$ cat src/rtl/csr_pkg.sv
// Shared definitions for the machine-mode CSR sequencer: CSR addresses, mstatus bit
// positions, the Zicsr op encoding and the sequencer state encoding.
package csr_pkg;

   localparam logic [11:0] CSR_MSTATUS  = 12'h300;
   localparam logic [11:0] CSR_MTVEC    = 12'h305;
   localparam logic [11:0] CSR_MSCRATCH = 12'h340;
   localparam logic [11:0] CSR_MEPC     = 12'h341;
   localparam logic [11:0] CSR_MCAUSE   = 12'h342;
   localparam logic [11:0] CSR_MTVAL    = 12'h343;

   localparam int MSTATUS_MIE  = 3;
   localparam int MSTATUS_MPIE = 7;

   typedef enum logic [1:0] {
      CSR_RW = 2'd0,
      CSR_RS = 2'd1,
      CSR_RC = 2'd2
   } csr_op_t;

   typedef enum logic [3:0] {
      S_IDLE,
      S_INSN,
      S_T_EPC,
      S_T_CAUSE,
      S_T_TVAL,
      S_T_STATUS,
      S_T_VEC,
      S_M_STATUS,
      S_M_EPC
   } seq_state_t;

endpackage

$ cat src/rtl/csr_rmw.sv
// Zicsr next-value unit: combinational, zero latency, no flow control.
// Set/clear with a zero operand suppresses the write so read-only side effects never fire.
module csr_rmw
   import csr_pkg::*;
#(
   parameter int XLEN = 32
) (
   input  logic [1:0]      op,
   input  logic [XLEN-1:0] old_val,
   input  logic [XLEN-1:0] src,
   output logic [XLEN-1:0] new_val,
   output logic            wr_en
);

   always_comb begin
      new_val = src;
      wr_en   = 1'b1;
      case (csr_op_t'(op))
         CSR_RS: begin
            new_val = old_val | src;
            wr_en   = |src;
         end
         CSR_RC: begin
            new_val = old_val & ~src;
            wr_en   = |src;
         end
         // encoding 3 behaves as a plain write
         default: ;
      endcase
   end

endmodule

$ cat src/rtl/csr_trap_seq.sv
// Arbitrates the CSR file port between Zicsr insns and trap/mret; insn 2 cycles, trap 6, mret 3.
// Requests are held off (ready low) whenever the sequencer is not idle; trap beats mret beats insn.
module csr_trap_seq
   import csr_pkg::*;
#(
   parameter int XLEN = 32
) (
   input  logic            clk,
   input  logic            rstl,
   input  logic            insn_valid,
   output logic            insn_ready,
   input  logic [1:0]      insn_op,
   input  logic [11:0]     insn_addr,
   input  logic [XLEN-1:0] insn_src,
   output logic            insn_done,
   output logic [XLEN-1:0] insn_rdata,
   input  logic            trap_valid,
   input  logic            mret_valid,
   output logic            trap_ready,
   input  logic [XLEN-1:0] trap_cause,
   input  logic [XLEN-1:0] trap_pc,
   input  logic [XLEN-1:0] trap_tval,
   output logic            redirect_valid,
   output logic [XLEN-1:0] redirect_pc,
   output logic            csr_w,
   output logic [11:0]     csr_addr,
   output logic [XLEN-1:0] csr_din,
   input  logic [XLEN-1:0] csr_dout
);

   seq_state_t      state_q, state_d;
   logic [1:0]      op_q;
   logic [11:0]     addr_q;
   logic [XLEN-1:0] src_q;
   logic [XLEN-1:0] cause_q;
   logic [XLEN-1:0] pc_q;
   logic [XLEN-1:0] tval_q;

   logic [XLEN-1:0] rmw_new;
   logic            rmw_wr;
   logic [XLEN-1:0] status_trap;
   logic [XLEN-1:0] status_mret;
   logic [XLEN-1:0] vec_base;
   logic [XLEN-1:0] vec_off;
   logic [XLEN-1:0] vec_pc;

   assign trap_ready = (state_q == S_IDLE) && (trap_valid || mret_valid);
   assign insn_ready = (state_q == S_IDLE) && insn_valid && !trap_valid && !mret_valid;

   always_ff @(posedge clk or negedge rstl) begin
      if (!rstl) begin
         state_q <= S_IDLE;
         op_q    <= '0;
         addr_q  <= '0;
         src_q   <= '0;
         cause_q <= '0;
         pc_q    <= '0;
         tval_q  <= '0;
      end else begin
         state_q <= state_d;
         if (insn_ready) begin
            op_q   <= insn_op;
            addr_q <= insn_addr;
            src_q  <= insn_src;
         end
         if (trap_ready && trap_valid) begin
            cause_q <= trap_cause;
            pc_q    <= trap_pc;
            tval_q  <= trap_tval;
         end
      end
   end

   csr_rmw #(
      .XLEN(XLEN)
   ) u_rmw (
      .op      (op_q),
      .old_val (csr_dout),
      .src     (src_q),
      .new_val (rmw_new),
      .wr_en   (rmw_wr)
   );

   always_comb begin
      status_trap               = csr_dout;
      status_trap[MSTATUS_MPIE] = csr_dout[MSTATUS_MIE];
      status_trap[MSTATUS_MIE]  = 1'b0;
      status_mret               = csr_dout;
      status_mret[MSTATUS_MIE]  = csr_dout[MSTATUS_MPIE];
      status_mret[MSTATUS_MPIE] = 1'b1;
   end

   // Vectored target: 4*cause[XLEN-2:0], wrapping modulo 2^XLEN.
   assign vec_base = csr_dout & ~XLEN'(3);
   assign vec_off  = {1'b0, cause_q[XLEN-2:0]} << 2;
   assign vec_pc   = (csr_dout[1:0] == 2'b01 && cause_q[XLEN-1]) ? vec_base + vec_off : vec_base;

   always_comb begin
      state_d        = state_q;
      csr_w          = 1'b0;
      csr_addr       = '0;
      csr_din        = '0;
      insn_done      = 1'b0;
      insn_rdata     = '0;
      redirect_valid = 1'b0;
      redirect_pc    = '0;
      case (state_q)
         S_IDLE: begin
            if (trap_valid)      state_d = S_T_EPC;
            else if (mret_valid) state_d = S_M_STATUS;
            else if (insn_valid) state_d = S_INSN;
         end
         S_INSN: begin
            csr_addr   = addr_q;
            csr_din    = rmw_new;
            csr_w      = rmw_wr;
            insn_done  = 1'b1;
            insn_rdata = csr_dout;
            state_d    = S_IDLE;
         end
         S_T_EPC: begin
            csr_addr = CSR_MEPC;
            csr_din  = pc_q & ~XLEN'(1);
            csr_w    = 1'b1;
            state_d  = S_T_CAUSE;
         end
         S_T_CAUSE: begin
            csr_addr = CSR_MCAUSE;
            csr_din  = cause_q;
            csr_w    = 1'b1;
            state_d  = S_T_TVAL;
         end
         S_T_TVAL: begin
            csr_addr = CSR_MTVAL;
            csr_din  = tval_q;
            csr_w    = 1'b1;
            state_d  = S_T_STATUS;
         end
         S_T_STATUS: begin
            csr_addr = CSR_MSTATUS;
            csr_din  = status_trap;
            csr_w    = 1'b1;
            state_d  = S_T_VEC;
         end
         S_T_VEC: begin
            csr_addr       = CSR_MTVEC;
            redirect_valid = 1'b1;
            redirect_pc    = vec_pc;
            state_d        = S_IDLE;
         end
         S_M_STATUS: begin
            csr_addr = CSR_MSTATUS;
            csr_din  = status_mret;
            csr_w    = 1'b1;
            state_d  = S_M_EPC;
         end
         S_M_EPC: begin
            csr_addr       = CSR_MEPC;
            redirect_valid = 1'b1;
            redirect_pc    = csr_dout & ~XLEN'(1);
            state_d        = S_IDLE;
         end
         default: state_d = S_IDLE;
      endcase
   end

endmodule

$ cat config.mk
export PLATFORM = sky130hd
export DESIGN_NAME = csr_trap_seq
export DESIGN_NICKNAME = d
export VERILOG_FILES = /design/src/rtl/csr_pkg.sv /design/src/rtl/csr_rmw.sv /design/src/rtl/csr_trap_seq.sv
export SDC_FILE = /design/constraint.sdc
export NUM_CORES = 1
export LEC_CHECK = 0
export CAP_MARGIN = 10
export CORE_ASPECT_RATIO = 0.5
export CORE_MARGIN = 5
export CORE_UTILIZATION = 25
export DETAILED_ROUTE_END_ITERATION = 12
export DONT_BUFFER_PORTS = 1
export HOLD_SLACK_MARGIN = 0.15
export PLACE_DENSITY_LB_ADDON = 0.15
export SYNTH_ARGS = -nofsm -noshare
export SYNTH_HDL_FRONTEND = slang
export SYNTH_HIERARCHICAL = 1
export SYNTH_SLANG_ARGS = --single-unit
$ cat constraint.sdc
create_clock -name clk -period 4.4 [get_ports clk]
set_clock_uncertainty 0.05 [all_clocks]
set_input_delay 0.66 -clock clk [delete_from_list [all_inputs] [get_ports clk]]
set_output_delay 0.66 -clock clk [all_outputs]
set_load 0.1 [all_outputs]
* Word-level counts from Yosys, hierarchy flattened
Cells that the tools add are included.
Word-level totals: bits of input ports 179, output and inout bits 113, logic and storage cells 53, bits in registers 146
Cells by class: reductions and logical operators 16, muxes and demuxes 14, bitwise gates (word level) 3, add/subtract/negate cells 1, equal/unequal tests 12
Operators by type and width (count):
- one-hot mux 32 bit (6 select lines) | 1
- one-hot mux 32 bit (2 select lines) | 2
- one-hot mux 12 bit (6 select lines) | 1
- two-way mux 32 bit | 2
- adder 32 bit | 1
- bitwise AND 32 bit | 1
- inverter 32 bit | 1
- OR 32 bit | 1
- OR reduction 32 bit | 1
- one-hot mux 4 bit (6 select lines) | 1
- == test 4 x 3 -> 1 bit (second input constant) | 4
- two-way mux 4 bit | 3
- == test 4 x 2 -> 1 bit (second input constant) | 2
- OR reduction 2 bit | 4
- logical AND 1 bit | 6
- OR reduction 5 bit | 1
- == test 2 x 1 -> 1 bit (second input constant) | 2
- == test 4 x 1 -> 1 bit (second input constant) | 1
- == test 4 bit (second input constant) | 1
- logical NOT 4 bit | 1
- != test 4 bit (second input constant) | 1
- two-way mux 1 bit | 3
- == test 2 bit (second input constant) | 1
- logical NOT 1 bit | 2
- other kinds (2) | 2

* Longest topological paths before layout
Gate-level depths: netlist of run 1.
depth in word-level cells 4, mapped depth 11, depth with buffers taken out 11

* Modules after synthesis
The synthesis of run 1 kept the hierarchy.
By module, submodules not included:
- csr_trap_seq | times used 1, cells each 900, seq. area each 3628.5 sq um, area each 8531.9 sq um
- csr_rmw | times used 1, cells each 123, seq. area each 0.0 sq um, area each 676.9 sq um

* Worst setup path after synthesis of run 1
No wires, ideal clock.
path kind input to output, from in csr_dout[2], to out redirect_pc[26], path buffers 0, cell stages on the path 11, arrival time 4.595 ns, path slack -0.905 ns, cells stage by stage ha_1 -> inv_1 -> fa_1 -> nor2b_1 -> o2111ai_1 -> a21oi_1 -> o211ai_1 -> o21ai_0 -> a41oi_1 -> xor2_1 -> o21ai_0
On the way: cells in the longest elaborated chain, start to end 3
RTL lines:
- start: declaration | line csr_trap_seq.sv:28 | input logic [XLEN-1:0] csr_dout
- adder 32 bit | line csr_trap_seq.sv:96 | assign vec_pc = (csr_dout[1:0] == 2'b01 && cause_q[XLEN-1]) ? vec_base + vec_off : vec_base;
- two-way mux 32 bit | line csr_trap_seq.sv:96
- one-hot mux 32 bit (2 select lines) | line csr_trap_seq.sv:107 | case (state_q)
- end: declaration | line csr_trap_seq.sv:24 | output logic [XLEN-1:0] redirect_pc,
Every way passes these cells.

* Worst setup path in the final report of run 1
from reg cause_q[0], to out redirect_pc[28]
On the way: cells in the longest elaborated chain, start to end 3
RTL lines:
- start: declaration | line csr_trap_seq.sv:35 | logic [XLEN-1:0] cause_q;
- start signal: assignment | line csr_trap_seq.sv:67 | cause_q <= trap_cause;
- adder 32 bit | line csr_trap_seq.sv:96
- two-way mux 32 bit | line csr_trap_seq.sv:96
- one-hot mux 32 bit (2 select lines) | line csr_trap_seq.sv:107
Every way passes these cells.

==> results of run 1 <==
==> state kept, by name, summed over array words and instances (netlist names) <==
name	count
addr_q	12
cause_q	32
op_q	2
pc_q	31
src_q	32
state_q	4
tval_q	32
==> worst max path at each step <==
stage,startpoint,end,slack (ps),cells past startpoint
after floorplan,csr_dout[2],redirect_pc[26],-150,11
after global placement,csr_dout[2],redirect_pc[28],310,12
after CTS,cause_q[0],redirect_pc[28],60,12
final,cause_q[0],redirect_pc[28],230,12
after global routing,cause_q[0],redirect_pc[28],-5,12
after detailed placement,csr_dout[2],redirect_pc[28],280,12
==> layout make-up <==
class	instances	area, sq um
flip-flops and latches	145	3630
multi-input cells	801	5510
clock inverters	12	205
repair buffers	111	953
well taps	484	606
fillers	3781	24700
diodes	2	5.00
inverters	12	45.0
clock buffers	20	447
==> cells by family (layout without fill, tap and decap cells) <==
family	after synthesis	count (layout)	share of synthesized area, %
adder cells (fa/ha/maj)	32	32	4.43
XOR/XNOR	27	27	2.57
AO/OA/AOI/OAI	260	260	19.0
other	1	3	0.0407
multiplexers	96	96	11.7
AND/OR/NAND/NOR	385	385	19.4
buffers and inverters	77	155	3.48
flip-flops	145	145	39.4
==> metal layers <==
layer	GRT usage, %	vias up	part of all wire [%]
met3	3.64	35	4.8
li1	-	3803	-
met1	23.8	4168	45
met4	3.75	6	1.2
met2	29.2	242	49
met5	0	-	0.11
==> metrics by stage <==
step           TNS, ps  setup slack, ps  area [sq um]  instances
2_1_floorplan     -149             -149          9220       1023
3_3_place_gp         0              307         10700       1551
3_5_place_dp         0              278         10700       1551
4_1_cts              0             56.2         11300       1584
5_1_grt          -4.91            -4.50         11400       1587
6_report             0              227         11400       1587
==> repair_timing <==
item                                    in CTS  in global routing
endpoints found under the setup margin       0                  4
buffers inserted                             0                  1
hold buffers                                 1                  0
resized for setup                            0                  8
endpoints found under the hold margin      145                  0
==> layout by cell type (no fill, tap or decap), types with 3 or more instances in the layout <==
master and count:
a211o_1 5, a211oi_1 3, a21o_1 13, a21oi_1 92, a21oi_2 4, a222oi_1 30, a22o_1 3, a22oi_1 33
a31oi_1 7, and2_1 43, and3_1 9, buf_12 8, buf_4 102, bufinv_16 5, clkbuf_16 17, dfrtp_1 145
ha_1 31, inv_1 11, mux2_2 95, nand2_1 228, nand2b_1 35, nand3_1 11, nand4_1 5, nor2_1 19
nor2b_1 4, nor3_1 3, nor4_1 8, o211ai_1 3, o21a_1 3, o21ai_0 13, o21ai_2 25, o22ai_2 3
xnor2_1 12, xor2_1 15
==> run_results.csv, run 1 <==
group,metric,value,unit
run_status,status,"complete, no violations",
critical_path,timing.rr.start,"state_q[0]",
logic_synthesis,synth_top_area_share,39.4,%
die,num_rows,49,
logic_synthesis,synthArstFlopShare,100,%
critical_path,crit_arrival,3460,ps
cts,cts_tree,"done",
logic_synthesis,ys_types,64,
logic_synthesis,yosysSeqAreaShare,39.4,%
die,coreArea,0.0361,sq mm
critical_path,crit_slowest_cell,"a2111oi_4",
sta,slew_viol_final,0,
logic_synthesis,synth_largest_area_cell,"dfrtp_1",
cts,clk_latency,440,ps
logic_synthesis,ys_seq_elements,145,
critical_path,crit_type,"flip-flop to output pin",
detailed_routing,drt-wirelength-per-cell,23.4,um
critical_path,max_stage_delay,420,ps
cts,clock_sinks,145,
logic_synthesis,synth_area_per_cell,9.00,sq um
sta,timing.hold.ws,177,ps
critical_path,reg2regPathDepth,6,
flow_run,cap_violations,0,
global_routing,grt_pass1_vias,8302,
cells_and_area,drive_above_1_share,26.9,%
critical_path,r2r_slack,1300,ps
sta,fin_crit_sh,94.8,%
detailed_routing,antenna_left,0,
logic_synthesis,synth_most_common_cell,"nand2_1",
die,die_area,0.0410,sq mm
die,die_h,146,um
detailed_routing,remaining_drc_errors,0,
logic_synthesis,yosys-top-cells-area,"dfrtp_1, mux2_2, nand2_1",
placement,gp_congestion,0.788,
critical_path,path_delay_family,"compound AO/OA/AOI/OAI gates",
global_routing,globalRouteOverflowTotal,0,
sta,hold_viol_final,0,
logic_synthesis,ys_warn_count,6,
critical_path,path_buf_inv,2,
logic_synthesis,ys.flop_type,"dfrtp_1",
placement,port_buffers,0,
global_routing,grt_start_max_net_pins,146,
hold_path,hold_path.class,"input pin to async pin",
sta,min_period,4170,ps
detailed_routing,firstDrtPassIters,8,
placement,dp_hpwl,26.4,mm
logic_synthesis,syn-num-nets,1234,
detailed_routing,drt_iter0_drc,656,
detailed_routing,num_vias,8254,
cells_and_area,final_core_util,31.6,%
critical_path,crit_chain,"ha_1, inv_1, fa_2, nor2b_4, o2111ai_4, a2111oi_4, o41ai_2, a31oi_2, nand2_2, nor4_2, a211o_1, buf_12",
logic_synthesis,synth_edf_count,0,
global_routing,track_usage,17.6,%
sta,maxSlewHeadroom,27.5,%
global_routing,grt_pass1_wl,55.0,mm
logic_synthesis,yosys-top-cells-count,"nand2_1, dfrtp_1, mux2_2, a21oi_1, clkbuf_1",
die,ios,292,
cells_and_area,nets,1299,
logic_synthesis,syn_area,0.00921,sq mm
sta,finalSetupViolations,0,
critical_path,cp.required,3690,ps
die,die_w,281,um
cells_and_area,area_delta_synth_final,23.8,%
sta,tightest_slew,1090,ps
cts,htreeDepth,4,
critical_path,crit_fanout,3,
detailed_routing,viasPerCell,5.20,
sta,fmaxAchievable,240,MHz
cts,clkTransAtPathRegs,70,ps
cts,cts_buffer_depth,2,
global_routing,antenna_found_initial,5,
detailed_routing,finalWirelength,37.1,mm
critical_path,r2r-end,"src_q[11]",
cts,ctsRootBufferMaster,"clkbuf_16",
logic_synthesis,syn_inst,1023,
critical_path,start_kind,"flip-flop",
die,start_util,25.5,%
critical_path,worst_setup_path_end_kind,"output pin",
cts,numCtsBuffers,17,
Power of run 1 is not shown: default switching activity piles up to over one toggle a cycle in this logic, so the estimate is an artifact.
==> run 2, diff against run 1 <==
--- a/config.mk
+++ b/config.mk
@@ -6,7 +6,8 @@
 export NUM_CORES = 1
 export LEC_CHECK = 0
 export CAP_MARGIN = 10
-export CORE_ASPECT_RATIO = 0.5
+export CELL_PAD_IN_SITES_DETAIL_PLACEMENT = 1
+export CELL_PAD_IN_SITES_GLOBAL_PLACEMENT = 1
 export CORE_MARGIN = 5
 export CORE_UTILIZATION = 25
 export DETAILED_ROUTE_END_ITERATION = 12
==> run 2 against run 1 <==
  * Critical path depth decreased by 1
  * Non-clock buffer count unchanged
  * Flip-flop and latch count unchanged
==> run_results.csv, run 2 (synthesis gave the netlist of run 1 again) <==
group,metric,value,unit
detailed_routing,drt_iter0_drc,430,
detailed_routing,antenna_left,0,
detailed_routing,drt-wirelength-per-cell,24.6,um
cts,numCtsBuffers,17,
global_routing,antenna_found_initial,6,
critical_path,crit_type,"flip-flop to output pin",
global_routing,globalRouteOverflowTotal,0,
die,coreArea,0.0365,sq mm
critical_path,worst_setup_path_end_kind,"output pin",
global_routing,track_usage,18.8,%
cells_and_area,final_core_util,31.2,%
critical_path,crit_fanout,5,
placement,port_buffers,0,
detailed_routing,remaining_drc_errors,0,
placement,dp_hpwl,28.2,mm
flow_run,cap_violations,0,
sta,maxSlewHeadroom,27.9,%
critical_path,crit_arrival,3440,ps
global_routing,grt_pass1_wl,58.7,mm
cts,clock_sinks,145,
die,die_h,202,um
placement,pre_cts_slack,245,ps
critical_path,cp.required,3690,ps
die,die_area,0.0408,sq mm
hold_path,hold_path.class,"input pin to async pin",
detailed_routing,firstDrtPassIters,7,
global_routing,grt_pass1_vias,8980,
sta,rsz0062_at_grt,"false",
die,die_w,202,um
global_routing,use_met3,4.67,%
sta,finalSetupViolations,0,
sta,hold_viol_final,0,
global_routing,grt_start_max_net_pins,146,
cells_and_area,fill_cells,4186,
global_routing,busiest_layer,"met2",
detailed_routing,viasPerCell,5.24,
cells_and_area,layout_commonest_cell,"nand2_1",
sta,setup_slack,249,ps
cts,clkTransAtPathRegs,60,ps
global_routing,gr-usage-met1,23.9,%
critical_path,reg2regPathDepth,6,
global_routing,grtUsageMet2,31.8,%
die,num_rows,70,
critical_path,start_kind,"flip-flop",
cts,htreeDepth,4,
sta,fmaxAchievable,241,MHz
cts,cts_buffer_depth,2,
cts,cts_tree,"done",
sta,fin_crit_sh,94.4,%
die,ios,292,
cells_and_area,nets,1299,
detailed_routing,num_vias,8229,
cells_and_area,area_delta_synth_final,23.7,%
run_status,status,"complete, no violations",
placement,gp_congestion,0.780,
cells_and_area,mostFrequentLayoutCells,"nand2_1, dfrtp_1, buf_4, mux2_2, a21oi_1",
detailed_routing,finalWirelength,38.7,mm
die,start_util,25.2,%
cells_and_area,top_regs,"cause_q (32), src_q (32), tval_q (32)",
cts,ctsRootBufferMaster,"clkbuf_16",
sta,slew_viol_final,0,
sta,min_period,4150,ps
cells_and_area,drive_above_1_share,26.9,%
sta,tightest_slew,1080,ps
placement,dp.cells,1534,
cells_and_area,fin_cells,1569,
cts,clk_latency,450,ps
[run 2: stage by stage]
step / TNS, ps / instance area, sq um / hold slack, ps
floorplan: -149 / 9220 / 314
global placement: 0 / 10700 / 327
detailed placement: 0 / 10700 / 327
CTS: 0 / 11300 / 204
global route: 0 / 11400 / 216
finish: 0 / 11400 / 152
[run 2: area by class of cell]
type                            count  area, sq um  share of cell area (%)
Multi-Input combinational cell    801         5530                    48.5
Sequential cell                   145         3630                    31.8
Timing Repair Buffer              111          991                    8.70
Tap cell                          468          586                    5.14
Clock buffer                       18          429                    3.77
Clock inverter                     13          186                    1.64
Inverter                           12         45.0                   0.395
Antenna cell                        1         2.50                  0.0220
[run 2: path summary, 6_finish.rpt]
kind	startpoint	endpoint	slack [ps]
min reg2reg	addr_q[5]	addr_q[5]	420
max reg2reg	state_q[3]	src_q[12]	1430
min	rstl	pc_q[5]	150
min in group clk	insn_src[18]	src_q[18]	260
max	cause_q[4]	redirect_pc[24]	250
max in group asynchronous	rstl	cause_q[27]	3530
[run 2: metal layers]
metal	routed length (um)	part of all wire (%)
met2	19000	49
met5	49	0.13
met1	17100	44
met4	522	1.4
met3	2050	5.3
[run 2: timing repair]
action | in CTS | in global routing
buffers inserted | 0 | 2
hold endpoints to repair | 145 | 0
hold buffers | 1 | 0
pin swaps | 0 | 3
resized for setup | 1 | 11
setup endpoints to repair | 1 | 4
[run 2: worst max-delay path, cell delays in order (launching register included)]
cell,delay [ps]
dfrtp_1,400
ha_1,390
a21o_1,230
a21oi_1,410
a2111oi_4,160
o41ai_4,450
a31oi_4,170
buf_4,170
a21oi_2,120
xnor2_1,100
o21ai_2,180
buf_12,200
Power of run 2 is left out for the same reason.
==> run 3, diff against run 2 <==
--- a/config.mk
+++ b/config.mk
@@ -10,6 +10,7 @@
 export CELL_PAD_IN_SITES_GLOBAL_PLACEMENT = 1
 export CORE_MARGIN = 5
 export CORE_UTILIZATION = 25
+export CTS_CLUSTER_SIZE = 25
 export DETAILED_ROUTE_END_ITERATION = 12
 export DONT_BUFFER_PORTS = 1
 export HOLD_SLACK_MARGIN = 0.15
==> results of run 3 <==
The final DEF is identical to that of run 2; final timing and power are the same.
Power of run 3 is left out for the same reason.
